===== config.mk =====
export PLATFORM = sky130hd
export DESIGN_NAME = mul_result_stage
export DESIGN_NICKNAME = d
export VERILOG_FILES = /design/src/rtl/mul_result_stage_pkg.sv /design/src/rtl/mul_result_stage_reg_w.sv /design/src/rtl/mul_result_stage.sv
export SDC_FILE = /design/constraint.sdc
export NUM_CORES = 1
export LEC_CHECK = 0
export ABC_CLOCK_PERIOD_IN_PS = 2400
export BUFFER_PORTS_ARGS = -buffer_cell sky130_fd_sc_hd__buf_2
export CORE_MARGIN = 2
export CORE_UTILIZATION = 30
export CTS_BUF_LIST = sky130_fd_sc_hd__clkbuf_2
export DETAILED_ROUTE_END_ITERATION = 7
export PLACE_DENSITY = 0.58
export SETUP_SLACK_MARGIN = 0.3
export SLEW_MARGIN = 5
export SYNTH_ARGS = -nofsm -noshare
export SYNTH_HDL_FRONTEND = slang
export SYNTH_SLANG_ARGS = --single-unit

===== constraint.sdc =====
create_clock -name clk -period 2.4 [get_ports clk]
set_clock_uncertainty 0.1 [all_clocks]
set_input_delay 0 -clock clk [delete_from_list [all_inputs] [get_ports clk]]
set_output_delay 0 -clock clk [all_outputs]
set_load 0.02 [all_outputs]

===== src/rtl/mul_result_stage_pkg.sv =====
// Multiply result stage shared types.
// State encoding and default datapath width.
package mul_result_stage_pkg;
  localparam int WORD_SIZE_DEF = 32;

  typedef enum logic [1:0] {
    IDLE  = 2'd0,
    FULL  = 2'd1,
    WR_LO = 2'd2,
    WR_HI = 2'd3
  } state_t;
endpackage


===== src/rtl/mul_result_stage_reg_w.sv =====
// Word register with synchronous clear
// and load enable.
module reg_w #(
  parameter int WORD_SIZE = 32
) (
  input  logic                 clk,
  input  logic                 clr,
  input  logic                 en,
  input  logic [WORD_SIZE-1:0] d,
  output logic [WORD_SIZE-1:0] q
);
  // clear wins over load
  always_ff @(posedge clk) begin
    if (clr)
      q <= '0;
    else if (en)
      q <= d;
  end
endmodule


===== src/rtl/mul_result_stage.sv =====
// Holds a Booth product and writes it back
// as LO then HI over the CPU bus.
module mul_result_stage
  import mul_result_stage_pkg::*;
#(
  parameter int WORD_SIZE = WORD_SIZE_DEF
) (
  input  logic                   clk,
  input  logic                   clr,
  input  logic                   prod_valid,
  output logic                   prod_ready,
  input  logic [2*WORD_SIZE-1:0] prod_data,
  input  logic                   wb_start,
  output logic [WORD_SIZE-1:0]   bus_out,
  output logic                   bus_en,
  output logic [WORD_SIZE-1:0]   hi_out,
  output logic [WORD_SIZE-1:0]   lo_out,
  output logic                   busy,
  output logic                   done
);
  state_t state, state_nx;
  logic   cap_en, lo_en, hi_en;
  logic [WORD_SIZE-1:0] zhi, zlo;

  // state register
  always_ff @(posedge clk) begin
    if (clr)
      state <= IDLE;
    else
      state <= state_nx;
  end

  // done marks the first IDLE cycle after WR_HI
  always_ff @(posedge clk) begin
    if (clr)
      done <= 1'b0;
    else
      done <= (state == WR_HI);
  end

  // next state, enables and bus mux
  always_comb begin
    state_nx   = state;
    cap_en     = 1'b0;
    lo_en      = 1'b0;
    hi_en      = 1'b0;
    bus_out    = '0;
    bus_en     = 1'b0;
    prod_ready = 1'b0;
    unique case (state)
      IDLE: begin
        prod_ready = 1'b1;
        if (prod_valid) begin
          cap_en   = 1'b1;
          state_nx = FULL;
        end
      end
      FULL: begin
        if (wb_start)
          state_nx = WR_LO;
      end
      WR_LO: begin
        bus_out  = zlo;
        bus_en   = 1'b1;
        lo_en    = 1'b1;
        state_nx = WR_HI;
      end
      WR_HI: begin
        bus_out  = zhi;
        bus_en   = 1'b1;
        hi_en    = 1'b1;
        state_nx = IDLE;
      end
      default: state_nx = IDLE;
    endcase
  end

  assign busy = (state != IDLE);

  reg_w #(.WORD_SIZE(WORD_SIZE)) u_zhi (
    .clk (clk),
    .clr (clr),
    .en  (cap_en),
    .d   (prod_data[2*WORD_SIZE-1:WORD_SIZE]),
    .q   (zhi)
  );

  reg_w #(.WORD_SIZE(WORD_SIZE)) u_zlo (
    .clk (clk),
    .clr (clr),
    .en  (cap_en),
    .d   (prod_data[WORD_SIZE-1:0]),
    .q   (zlo)
  );

  reg_w #(.WORD_SIZE(WORD_SIZE)) u_hi (
    .clk (clk),
    .clr (clr),
    .en  (hi_en),
    .d   (zhi),
    .q   (hi_out)
  );

  reg_w #(.WORD_SIZE(WORD_SIZE)) u_lo (
    .clk (clk),
    .clr (clr),
    .en  (lo_en),
    .d   (zlo),
    .q   (lo_out)
  );
endmodule


Word level (Yosys, flattened, before mapping)
Index checks and enable logic that the tools add are counted.
Storage, ports and cells
  bits in latches: 0
  register bits after elaboration: 131
  memory bits (writable): 0
  memories: 0
  bits in read-only memories: 0
  word-level logic and storage cells: 25
Cells by class
  reductions and logical operators: 4
  bitwise gates (word level): 0
  order comparisons: 0
  divide/modulo/power cells: 0
  shift operators: 0
  equality and inequality tests: 5
  $add $sub $neg: 0
  multiply operators: 0
  multiplexer cells: 10
Operators with widths (count)
  case mux 32 bit (2 select lines): 1
  case mux 2 bit (4 select lines): 1
  2-to-1 mux 1 bit: 6
  == test 2 bit, second input constant: 2
  2-to-1 mux 2 bit: 2
  inequality test 2 bit, second input constant: 2
  == test 2 x 1 -> 1 bit, second input constant: 1
  logical NOT 2 bit: 1
  AND reduction 2 bit: 1
  nonzero test 2 bit: 1
  OR reduction 2 bit: 1

Logic depth before layout (Yosys ltp)
Gate-level depths: netlist (run 1).
  word-level depth: 3
  depth in mapped cells: 7
  gate-level depth less buffers: 5

Cells and area by module
Synthesis (run 1) repeated with hierarchy kept, for this count alone.
Unflattened totals
  cells, all modules: 476
  area, all modules: 5211.2 um2
Modules (own cells, without submodules)
  reg_w: instances 4, seq. area each 640.6 um2, cells an instance 103, area each 1163.6 um2
  mul_result_stage: instances 1, seq. area each 60.1 um2, cells an instance 64, area each 556.8 um2

Least setup slack after synthesis (run 1)
No wires, ideal clock.
  path type: flip-flop to output port
  from: register state[0]
  to: output bus_out[21]
  buffers on the path: 2
  cell stages (with the launch flop): 8
  data required time: 2300 ps
  slack: 685 ps
  arrival time: 1615 ps
  cell sequence: dfxtp_1 inv_1 ha_1 or2_1 and2_1 buf_6 buf_6 a22o_1
Between the ends
  cells in the longest elaborated chain, start to end: 2
Ends and longest elaborated chain
  start: declaration: line mul_result_stage.sv:21  | state_t state, state_nx;
  start signal: assignment: line mul_result_stage.sv:30  | state <= state_nx;
  == test 2 bit: line mul_result_stage.sv:50  | unique case (state)
  case mux 32 bit (2 select lines) *: line mul_result_stage.sv:50
  end: declaration: line mul_result_stage.sv:14  | output logic [WORD_SIZE-1:0] bus_out,
Every way passes the cells marked *; elsewhere a longest branch is shown, timed or not.

Final worst setup path (run 1)
  from: register state[0]
  to: output bus_out[30]
The elaborated chain is that of the path after synthesis.

==> impl_metrics.json, run 1 <==
{
  "status": "finished, final reports clean",
  "synth_area_sq_mm": 0.00496,
  "synthFlopType": "dfxtp_1",
  "highest_layer": "met4",
  "hold_viol": 0,
  "clock_latency_ns": 0.66,
  "synth_largest_area_cell": "dfxtp_1",
  "n_fill_cell": 1535,
  "setup_violations": 0,
  "finalHoldWorstSlack_ns": 0.267,
  "cp.arrival_ns": 2.23,
  "synth_common_cells": "131 x dfxtp_1, 131 x nand2_1, 65 x a21oi_1, 65 x mux2i_1, 64 x nor2_1",
  "cp.required_ns": 2.30,
  "die_y_microns": 133,
  "critPathMaxStageDelay_ns": 0.42,
  "route.met3.wl_microns": 845,
  "crit_path_start_kind": "flop",
  "p_leak_uw": 0.00338,
  "place_ws_ns": 0.451,
  "post-route-min-period_ns": 2.33,
  "cpLargestDelayFamily": "flip-flops",
  "syn_nets": 620,
  "wl_met2_microns": 8050,
  "drv_cap": 0,
  "ant_nets": 0,
  "post-dp-hpwl_microns": 9430,
  "clkPwrFrac_pct": 27.9,
  "timing.final.crit_share_pct": 97.2,
  "yosysWarnings": 0,
  "initial_core_util_pct": 31.0,
  "tightest_slew_ns": 0.614,
  "synth_cell_types": 18,
  "criticalPathCategory": "flop to output pin",
  "ys_seq_area_share_pct": 52.9,
  "slew_headroom_pct": 59.0,
  "synth_area_leaders": "dfxtp_1 53%, mux2i_1 13%, nand2_1 9.9%",
  "path_cells": "inv_4 -> ha_4 -> or2_1 -> and2_4 -> clkbuf_16 -> a22o_1 -> buf_6",
  "num_rows": 46,
  "die-area_sq_mm": 0.0176,
  "routed_wl_microns": 16200,
  "drt-met1-wl_microns": 7000,
  "ff_latch_area_sq_mm": 0.00263,
  "grt_pass1_vias": 4836,
  "gp_congestion": 0.757,
  "grt_pass1_wl_microns": 25400,
  "seq_power_share_pct": 45.1,
  "areaGrowthSynthToFinish_pct": 59.4,
  "multiInputGateArea_sq_mm": 0.00213,
  "first_pass_iters": 4,
  "drtIter0Drc": 166,
  "crit_slowest_cell": "dfxtp_4",
  "crit_buf_inv": 3,
  "htreeDepth": 4,
  "comb_power_share_pct": 27.1,
  "fmax_ghz": 0.429,
  "via_per_inst": 4.58,
  "p_int_uw": 3870,
  "critPathMaxFanout": 6,
  "vias": 4889,
  "clock-sinks": 131,
  "cts_buffers": 17,
  "slew_viol_final": 0,
  "cts_tree": "yes",
  "power.density_mw_per_mm2": 735,
  "min_path_type": "primary input to flop",
  "clk_path_buf_depth": 2,
  "ios": 168,
  "track_usage_pct": 18.2,
  "drcViolationCount": 0,
  "grt_setup_unrepaired": "yes",
  "coreArea_sq_mm": 0.0160,
  "postSynthCellCount": 547,
  "die_w_microns": 133,
  "end_kind": "output pin",
  "postSynthAreaPerCell_sq_um": 9.06,
  "sw_frac_of_total_pct": 33.4,
  "drive_above_1_share_pct": 25.8,
  "port_buffers": 167,
  "setup_slack_ns": 0.0684,
  "synth_top_area_share_pct": 52.9,
  "nets": 912,
  "antenna-diode-count": 0,
  "cts.reportedPaths.clkPinSlew_ns": 0.19,
  "placed_area_sq_mm": 0.00596,
  "grt_max_degree": 76,
  "p_switching_uw": 1940,
  "synth-seq-cells": 131,
  "final_cell_area_sq_mm": 0.00790,
  "antenna_found_initial": 0,
  "ys_async_sr_fraction_pct": 0,
  "ir_worst_vdd_uv": 444,
  "routedWlPerCell_microns": 15.2,
  "root_buffer": "clkbuf_2",
  "grt_overflow": 0,
  "synth-edff-count": 0
}
placed cells by master, fill, tap and decap left out, types with 5 or more instances in the layout:
master         count
dfxtp_1          129
clkbuf_2          17
nand2_1          130
bufinv_16          5
nor2_1            64
mux2i_1           65
buf_4              9
buf_6             26
buf_2            140
dlygate4sd3_1    133
a21oi_1           65
a22o_1            32
path summary, 6_finish.rpt:
| path | slack (ns) | endpoint | cells after the start | from |
|---|---|---|---|---|
| min reg2reg | 0.38 | u_zlo.q[10] | 2 | u_zlo.q[10] |
| min | 0.27 | u_lo.q[15] | 4 | clr |
| max | 0.07 | bus_out[30] | 7 | state[0] |
| max reg2reg | 0.43 | state[1] | 6 | state[0] |
cell families (layout without fill, tap and decap cells):
logic type | Yosys count | count (layout) | share of synthesized area (%)
compound gates | 98 | 98 | 12.4
fa+ha+maj | 5 | 5 | 1.26
mux | 65 | 65 | 13.1
simple gates | 201 | 201 | 15.5
flops | 131 | 131 | 52.9
buf+inv | 47 | 352 | 4.77
stage by stage:
stage	instances	setup TNS (ns)	util [%]	total power, uW
after global routing	1068	-3.04	49.4	6150
after CTS	1067	-0.210	48.8	5850
after floorplan	547	0	-	3530
final	1068	0	49.4	5810
after detailed placement	897	0	37.2	3950
after global placement	897	0	37.2	3960
metal layers:
metal | track usage (%) | vias to the layer above
met5 | 0 | -
met3 | 5.33 | 16
met4 | 5.68 | 0
met2 | 30.8 | 156
li1 | - | 2410
met1 | 22.2 | 2307
state kept, by name, indices dropped and copies added (netlist names):
signal   flops
state        2
done         1
u_lo.q      32
u_zhi.q     32
u_zlo.q     32
u_hi.q      32
cell type report:
cell class,instances,share of cell area [%]
Clock buffer,17,1.08
Tap cell,216,3.42
Multi-Input combinational cell,369,27.0
Inverter,5,0.269
Sequential cell,131,33.3
Timing Repair Buffer,315,32.3
Clock inverter,15,2.69
power by group through the flow:
stage	clock [uW]	sequential, uW	combinational [uW]
floorplan	0	2620	913
global placement	0	2660	1300
detailed placement	0	2660	1300
CTS	1680	2620	1550
global route	1780	2650	1720
finish	1620	2620	1570
timing repair:
item | in CTS | in global routing
cloned | 2 | 1
setup buffers | 3 | 0
hold buffers | 133 | 0
setup endpoints to repair | 32 | 32
endpoints found under the hold margin | 131 | 0
pin swaps | 2 | 2
resized for setup | 44 | 22
tightest hold or removal path: stages:
cell and delay (ns):
dlygate4sd3_1 0.54, buf_4 0.15, buf_12 0.19, nor2_1 0.12
(Power assumes the default switching activity.)
==> inputs of run 2 (changes only) <==
--- a/config.mk
+++ b/config.mk
@@ -5,13 +5,14 @@
 export SDC_FILE = /design/constraint.sdc
 export NUM_CORES = 1
 export LEC_CHECK = 0
-export ABC_CLOCK_PERIOD_IN_PS = 2400
+export ABC_AREA = 1
+export ABC_CLOCK_PERIOD_IN_PS = 2000
 export BUFFER_PORTS_ARGS = -buffer_cell sky130_fd_sc_hd__buf_2
 export CORE_MARGIN = 2
 export CORE_UTILIZATION = 30
 export CTS_BUF_LIST = sky130_fd_sc_hd__clkbuf_2
 export DETAILED_ROUTE_END_ITERATION = 7
-export PLACE_DENSITY = 0.58
+export PLACE_DENSITY = 0.6
 export SETUP_SLACK_MARGIN = 0.3
 export SLEW_MARGIN = 5
 export SYNTH_ARGS = -nofsm -noshare
==> constraint.sdc (replaced) <==
create_clock -name clk -period 2 [get_ports clk]
set_clock_uncertainty 0.1 [all_clocks]
set_input_delay 0 -clock clk [delete_from_list [all_inputs] [get_ports clk]]
set_output_delay 0 -clock clk [all_outputs]
set_load 0.02 [all_outputs]
==> impl_metrics.json, run 2 <==
{
  "ir_worst_vdd_uv": 488,
  "synth_area_sq_mm": 0.00488,
  "areaGrowthSynthToFinish_pct": 62.1,
  "grt_setup_unrepaired": "yes",
  "tightest_slew_ns": 0.753,
  "synth_common_cells": "133 x nand2_1, 132 x nor2_1, 131 x dfxtp_1, 66 x a21oi_1, 60 x o21ai_1",
  "place_ws_ns": 0.266,
  "via_per_inst": 4.60,
  "final_util_pct": 49.8,
  "nets": 992,
  "synth_cell_types": 18,
  "postSynthAreaPerCell_sq_um": 7.86,
  "first_pass_iters": 5,
  "cts.reportedPaths.clkPinSlew_ns": 0.18,
  "track_usage_pct": 20.3,
  "routedWlPerCell_microns": 15.3,
  "die_y_microns": 132,
  "clkPwrFrac_pct": 17.1,
  "vias": 5278,
  "yosysMostFrequentCell": "nand2_1",
  "grt_pass1_wl_microns": 27800,
  "synth_compound_area_share_pct": 16.7,
  "synth_largest_area_cell": "dfxtp_1",
  "final_cell_area_sq_mm": 0.00791,
  "crit_path_start_kind": "flop",
  "coreArea_sq_mm": 0.0159,
  "synth_area_leaders": "dfxtp_1 54%, nand2_1 10%, nor2_1 10%",
  "antenna_found_initial": 1,
  "yosysWarnings": 0,
  "post-dp-hpwl_microns": 10600,
  "comb_power_share_pct": 40.8,
  "slew_headroom_pct": 49.8,
  "critPathMaxFanout": 5,
  "end_kind": "output pin",
  "initial_core_util_pct": 30.7,
  "power.density_mw_per_mm2": 1030,
  "status": "complete, but fails checks",
  "slew_viol_final": 0,
  "drive_above_1_share_pct": 28.8,
  "drtIter0Drc": 229,
  "die_w_microns": 132,
  "htreeDepth": 4,
  "cts_buffers": 17,
  "syn_nets": 694,
  "synth-simple-area-share_pct": 20.8,
  "drcViolationCount": 0,
  "grt_pass1_vias": 5409,
  "fmax_ghz": 0.478,
  "most-common-layout-cells": "134 x buf_2, 132 x nor2_1, 131 x dlygate4sd3_1, 129 x nand2_1, 129 x dfxtp_1",
  "port_buffers": 167,
  "layout_commonest_cell": "buf_2",
  "cp.required_ns": 1.90,
  "sw_frac_of_total_pct": 39.4,
  "power_uw": 8120,
  "synthAdderAreaFrac_pct": 1.28,
  "ys_seq_area_share_pct": 53.7,
  "ys_async_sr_fraction_pct": 0,
  "synthMuxAreaShare_pct": 0,
  "root_buffer": "clkbuf_2",
  "synth_top_family_by_area": "simple AND/OR/NAND/NOR gates",
  "num_rows": 46,
  "synth-edff-count": 0,
  "setup_slack_ns": -0.0914,
  "synth-seq-cells": 131,
  "min_path_type": "primary input to flop",
  "p_switching_uw": 3200,
  "finalSetupTns_ns": -2.59,
  "synth-xor-area-share_pct": 0,
  "postSynthCellCount": 621,
  "setup_violations": 33,
  "clock_latency_ns": 0.67,
  "synth_top_area_share_pct": 53.7,
  "clk_path_buf_depth": 2,
  "clock-sinks": 131,
  "p_leak_uw": 0.00341,
  "cts_tree": "yes",
  "ant_nets": 0,
  "drv_cap": 0,
  "synthFlopType": "dfxtp_1",
  "cp.arrival_ns": 1.99,
  "criticalPathCategory": "flop to output pin",
  "gp_congestion": 0.783,
  "ios": 168,
  "grt_overflow": 0,
  "grt_max_degree": 66,
  "seq_power_share_pct": 42.0,
  "die-area_sq_mm": 0.0173,
  "post-route-min-period_ns": 2.09,
  "placed_area_sq_mm": 0.00581,
  "hold_viol": 0,
  "timing.final.crit_share_pct": 105,
  "routed_wl_microns": 17500,
  "failed_checks": "setup timing",
  "p_int_uw": 4920
}
[run 2: cell count changes after synthesis, moves of 5 or more]
cell and change:
nor2_1 +68, buf_2 +12, mux2i_1 -65, o21ai_0 +35
a22o_1 -32, o21ai_1 +60, buf_4 -5, clkbuf_1 -17
buf_6 +13
[run 2: area by class of cell]
cell class / count / area (sq um)
multi-input cells: 435 / 2110
flip-flops and latches: 131 / 2630
repair buffers: 323 / 2660
clock buffers: 19 / 95.1
well taps: 216 / 270
diodes: 1 / 2.50
clock inverters: 12 / 91.3
fillers: 1557 / 7970
inverters: 11 / 53.8
[run 2: path summary, 6_finish.rpt]
check	from	end	cells after the start	slack [ns]
min	wb_start	state[0]	7	0.19
max reg2reg	state[0]	u_zlo.q[4]	7	0.44
min reg2reg	u_hi.q[15]	u_hi.q[15]	2	0.37
max	state[0]	bus_out[26]	7	-0.09
[run 2: critical path: stages (launching register included)]
cell     delay [ns]
dfxtp_4        0.39
buf_6          0.12
ha_4           0.17
nor2_4         0.15
buf_12         0.14
buf_8          0.13
o21ai_2        0.08
buf_6          0.13
[run 2: cell families (layout without fill, tap and decap cells)]
group / Yosys count / in the layout
compound gates: 162 / 162
fa+ha+maj: 5 / 5
buf+inv: 55 / 365
flops: 131 / 131
other cells: 0 / 1
simple gates: 268 / 268
[run 2: metrics by stage]
stage / std cells / hold WS (ns)
finish: 1148 / 0.186
global route: 1148 / 0.140
CTS: 1146 / 0.0830
detailed placement: 975 / 0.140
global placement: 975 / 0.135
floorplan: 621 / 0.0341
[run 2: power by group through the flow]
stage	clock (uW)	sequential, uW	combinational [uW]
2_1_floorplan	0	3510	1650
3_3_place_gp	0	3430	2350
3_5_place_dp	0	3440	2360
4_1_cts	1460	3400	3070
5_1_grt	1580	3480	3610
6_report	1390	3410	3310
[run 2: per-layer routing]
metal | global-route usage, % | wire (microns) | vias up
met5 | 0 | 0 | -
met4 | 8.57 | 490 | 0
met3 | 4.94 | 884 | 37
met2 | 34.6 | 8400 | 186
met1 | 24.4 | 7740 | 2448
li1 | - | - | 2607
[run 2: timing repair]
item | in CTS | in global routing
resized for setup | 118 | 56
cloned | 3 | 1
buffers inserted | 6 | 0
pin swaps | 3 | 4
hold endpoints to repair | 131 | 0
hold buffers | 131 | 0
setup endpoints to repair | 80 | 97
==> inputs of run 3 (changes only) <==
--- a/config.mk
+++ b/config.mk
@@ -8,7 +8,7 @@
 export ABC_AREA = 1
 export ABC_CLOCK_PERIOD_IN_PS = 2000
 export BUFFER_PORTS_ARGS = -buffer_cell sky130_fd_sc_hd__buf_2
-export CORE_MARGIN = 2
+export CORE_MARGIN = 1
 export CORE_UTILIZATION = 30
 export CTS_BUF_LIST = sky130_fd_sc_hd__clkbuf_2
 export DETAILED_ROUTE_END_ITERATION = 7
==> impl_metrics.json, run 3 (synthesis gave the netlist of run 2 again) <==
{
  "criticalPathCategory": "flop to output pin",
  "crit_buf_inv": 4,
  "ios": 168,
  "failed_checks": "setup timing",
  "layout_commonest_cell": "buf_2",
  "die_w_microns": 130,
  "final_cell_area_sq_mm": 0.00838,
  "cpLargestDelayFamily": "buffers and inverters",
  "whs_path_depth": 7,
  "slew_headroom_pct": 49.3,
  "clock-sinks": 131,
  "post-place-cells": 972,
  "gp_congestion": 0.803,
  "clock_latency_ns": 0.72,
  "setup_violations": 33,
  "cts_tree": "yes",
  "cp.depth": 7,
  "grt_max_degree": 66,
  "post-dp-hpwl_microns": 10200,
  "grt_overflow": 0,
  "finalNonFillerCells": 1162,
  "cp.required_ns": 1.90,
  "grt_pass1_vias": 5053,
  "reg2reg_to": "u_zhi.q[0]",
  "grt_pass1_wl_microns": 26400,
  "initial_core_util_pct": 30.7,
  "port_buffers": 167,
  "htreeDepth": 4,
  "end_kind": "output pin",
  "nets": 1005,
  "tightest_slew_ns": 0.760,
  "min-delay-start": "wb_start",
  "path_cells": "inv_4 -> ha_4 -> buf_12 -> clkbuf_16 -> nand2_2 -> o21ai_2 -> buf_6",
  "first_pass_iters": 4,
  "ant_nets": 0,
  "fmax_ghz": 0.469,
  "root_buffer": "clkbuf_2",
  "place_ws_ns": 0.151,
  "setup_slack_ns": -0.134,
  "critPathMaxFanout": 5,
  "clk_path_buf_depth": 2,
  "n_fill_cell": 1521,
  "die-area_sq_mm": 0.0168,
  "grt_setup_unrepaired": "yes",
  "cts.reportedPaths.clkPinSlew_ns": 0.19,
  "status": "complete, but fails checks",
  "timing.final.crit_share_pct": 107,
  "power_uw": 9150,
  "power.density_mw_per_mm2": 1090,
  "num_rows": 46,
  "vias": 5347,
  "drive_above_1_share_pct": 32.2,
  "ir_worst_vdd_uv": 418,
  "hold_end": "state[0]",
  "reg2reg_depth": 8,
  "via_per_inst": 4.60,
  "antenna_found_initial": 1,
  "hold_viol": 0,
  "most-common-layout-cells": "137 x buf_2, 132 x nor2_1, 131 x dlygate4sd3_1, 129 x dfxtp_1, 106 x nand2_1",
  "coreArea_sq_mm": 0.0159,
  "routed_wl_microns": 18200,
  "cts_buffers": 17,
  "critPathMaxStageDelay_ns": 0.41,
  "crit_slowest_cell": "dfxtp_4",
  "finalSetupTns_ns": -2.97,
  "slew_viol_final": 0,
  "placed_area_sq_mm": 0.00577,
  "post-route-min-period_ns": 2.13,
  "rrSetupSlack_ns": 0.36,
  "min_path_type": "primary input to flop",
  "r2r_start": "state[1]",
  "drv_cap": 0,
  "areaGrowthSynthToFinish_pct": 71.6,
  "drcViolationCount": 0,
  "track_usage_pct": 21.0,
  "p_leak_uw": 0.00369,
  "cp.arrival_ns": 2.03,
  "routedWlPerCell_microns": 15.7,
  "crit_path_start_kind": "flop",
  "die_y_microns": 130,
  "drtIter0Drc": 319
}
run 3: changes by cell type in the layout (fill, tap and decap cells not counted), moves of 6 or more:
cell	delta
buf_12	+7
o21ai_1	+7
nand2_1	-23
nand2_4	+10
buf_6	-6
nand2_2	+11
run 3: final cells by class:
type                    count  area [sq um]  area share [%]
flip-flops and latches    131          2630            31.4
inverters                  11          61.3           0.732
repair buffers            333          2890            34.4
diodes                      1          2.50          0.0299
repair inverters            1          11.3           0.134
well taps                 216           270            3.23
multi-input cells         437          2250            26.9
clock buffers              18          90.1            1.08
clock inverters            14           176            2.11
run 3: what timing repair did:
action,4_1_cts,5_1_grt
setup endpoints to repair,131,99
endpoints found under the hold margin,131,0
gates resized for setup,144,66
cloned,4,7
setup buffers,11,4
pin swaps,17,16
hold buffers,131,0
run 3: tightest hold or removal path, stage by stage:
cell and delay (ns):
dlygate4sd3_1 0.54, buf_2 0.11, inv_1 0.03, nand2_1 0.10, nand2_1 0.06, nand2_1 0.05, nor2_1 0.04
run 3: through the flow:
step | hold WS, ns | utilization (%)
final | 0.131 | 52.7
after global routing | 0.0979 | 52.7
after CTS | 0.0443 | 49.9
after detailed placement | 0.140 | 36.3
after global placement | 0.133 | 36.3
after floorplan | 0.0341 | -
run 3: routing by layer:
metal	track usage, %	part of all wire (%)
met2	37.2	50
met1	24.6	42
met4	8.34	2.2
met5	0	0
met3	4.62	5.7
run 3: report_power, final:
group	internal [uW]	switching, uW
registers	3120	332
logic	1720	2190
clock network	721	1060
run 3: how the worst max path moves through the flow:
| stage | endpoint | from | slack [ns] |
|---|---|---|---|
| floorplan | u_zhi.q[24] | state[0] | 0.48 |
| global placement | bus_out[0] | state[0] | 0.25 |
| detailed placement | bus_out[14] | state[0] | 0.15 |
| CTS | bus_out[23] | state[0] | -0.22 |
| global route | bus_out[19] | state[0] | -0.28 |
| finish | bus_out[19] | state[0] | -0.13 |
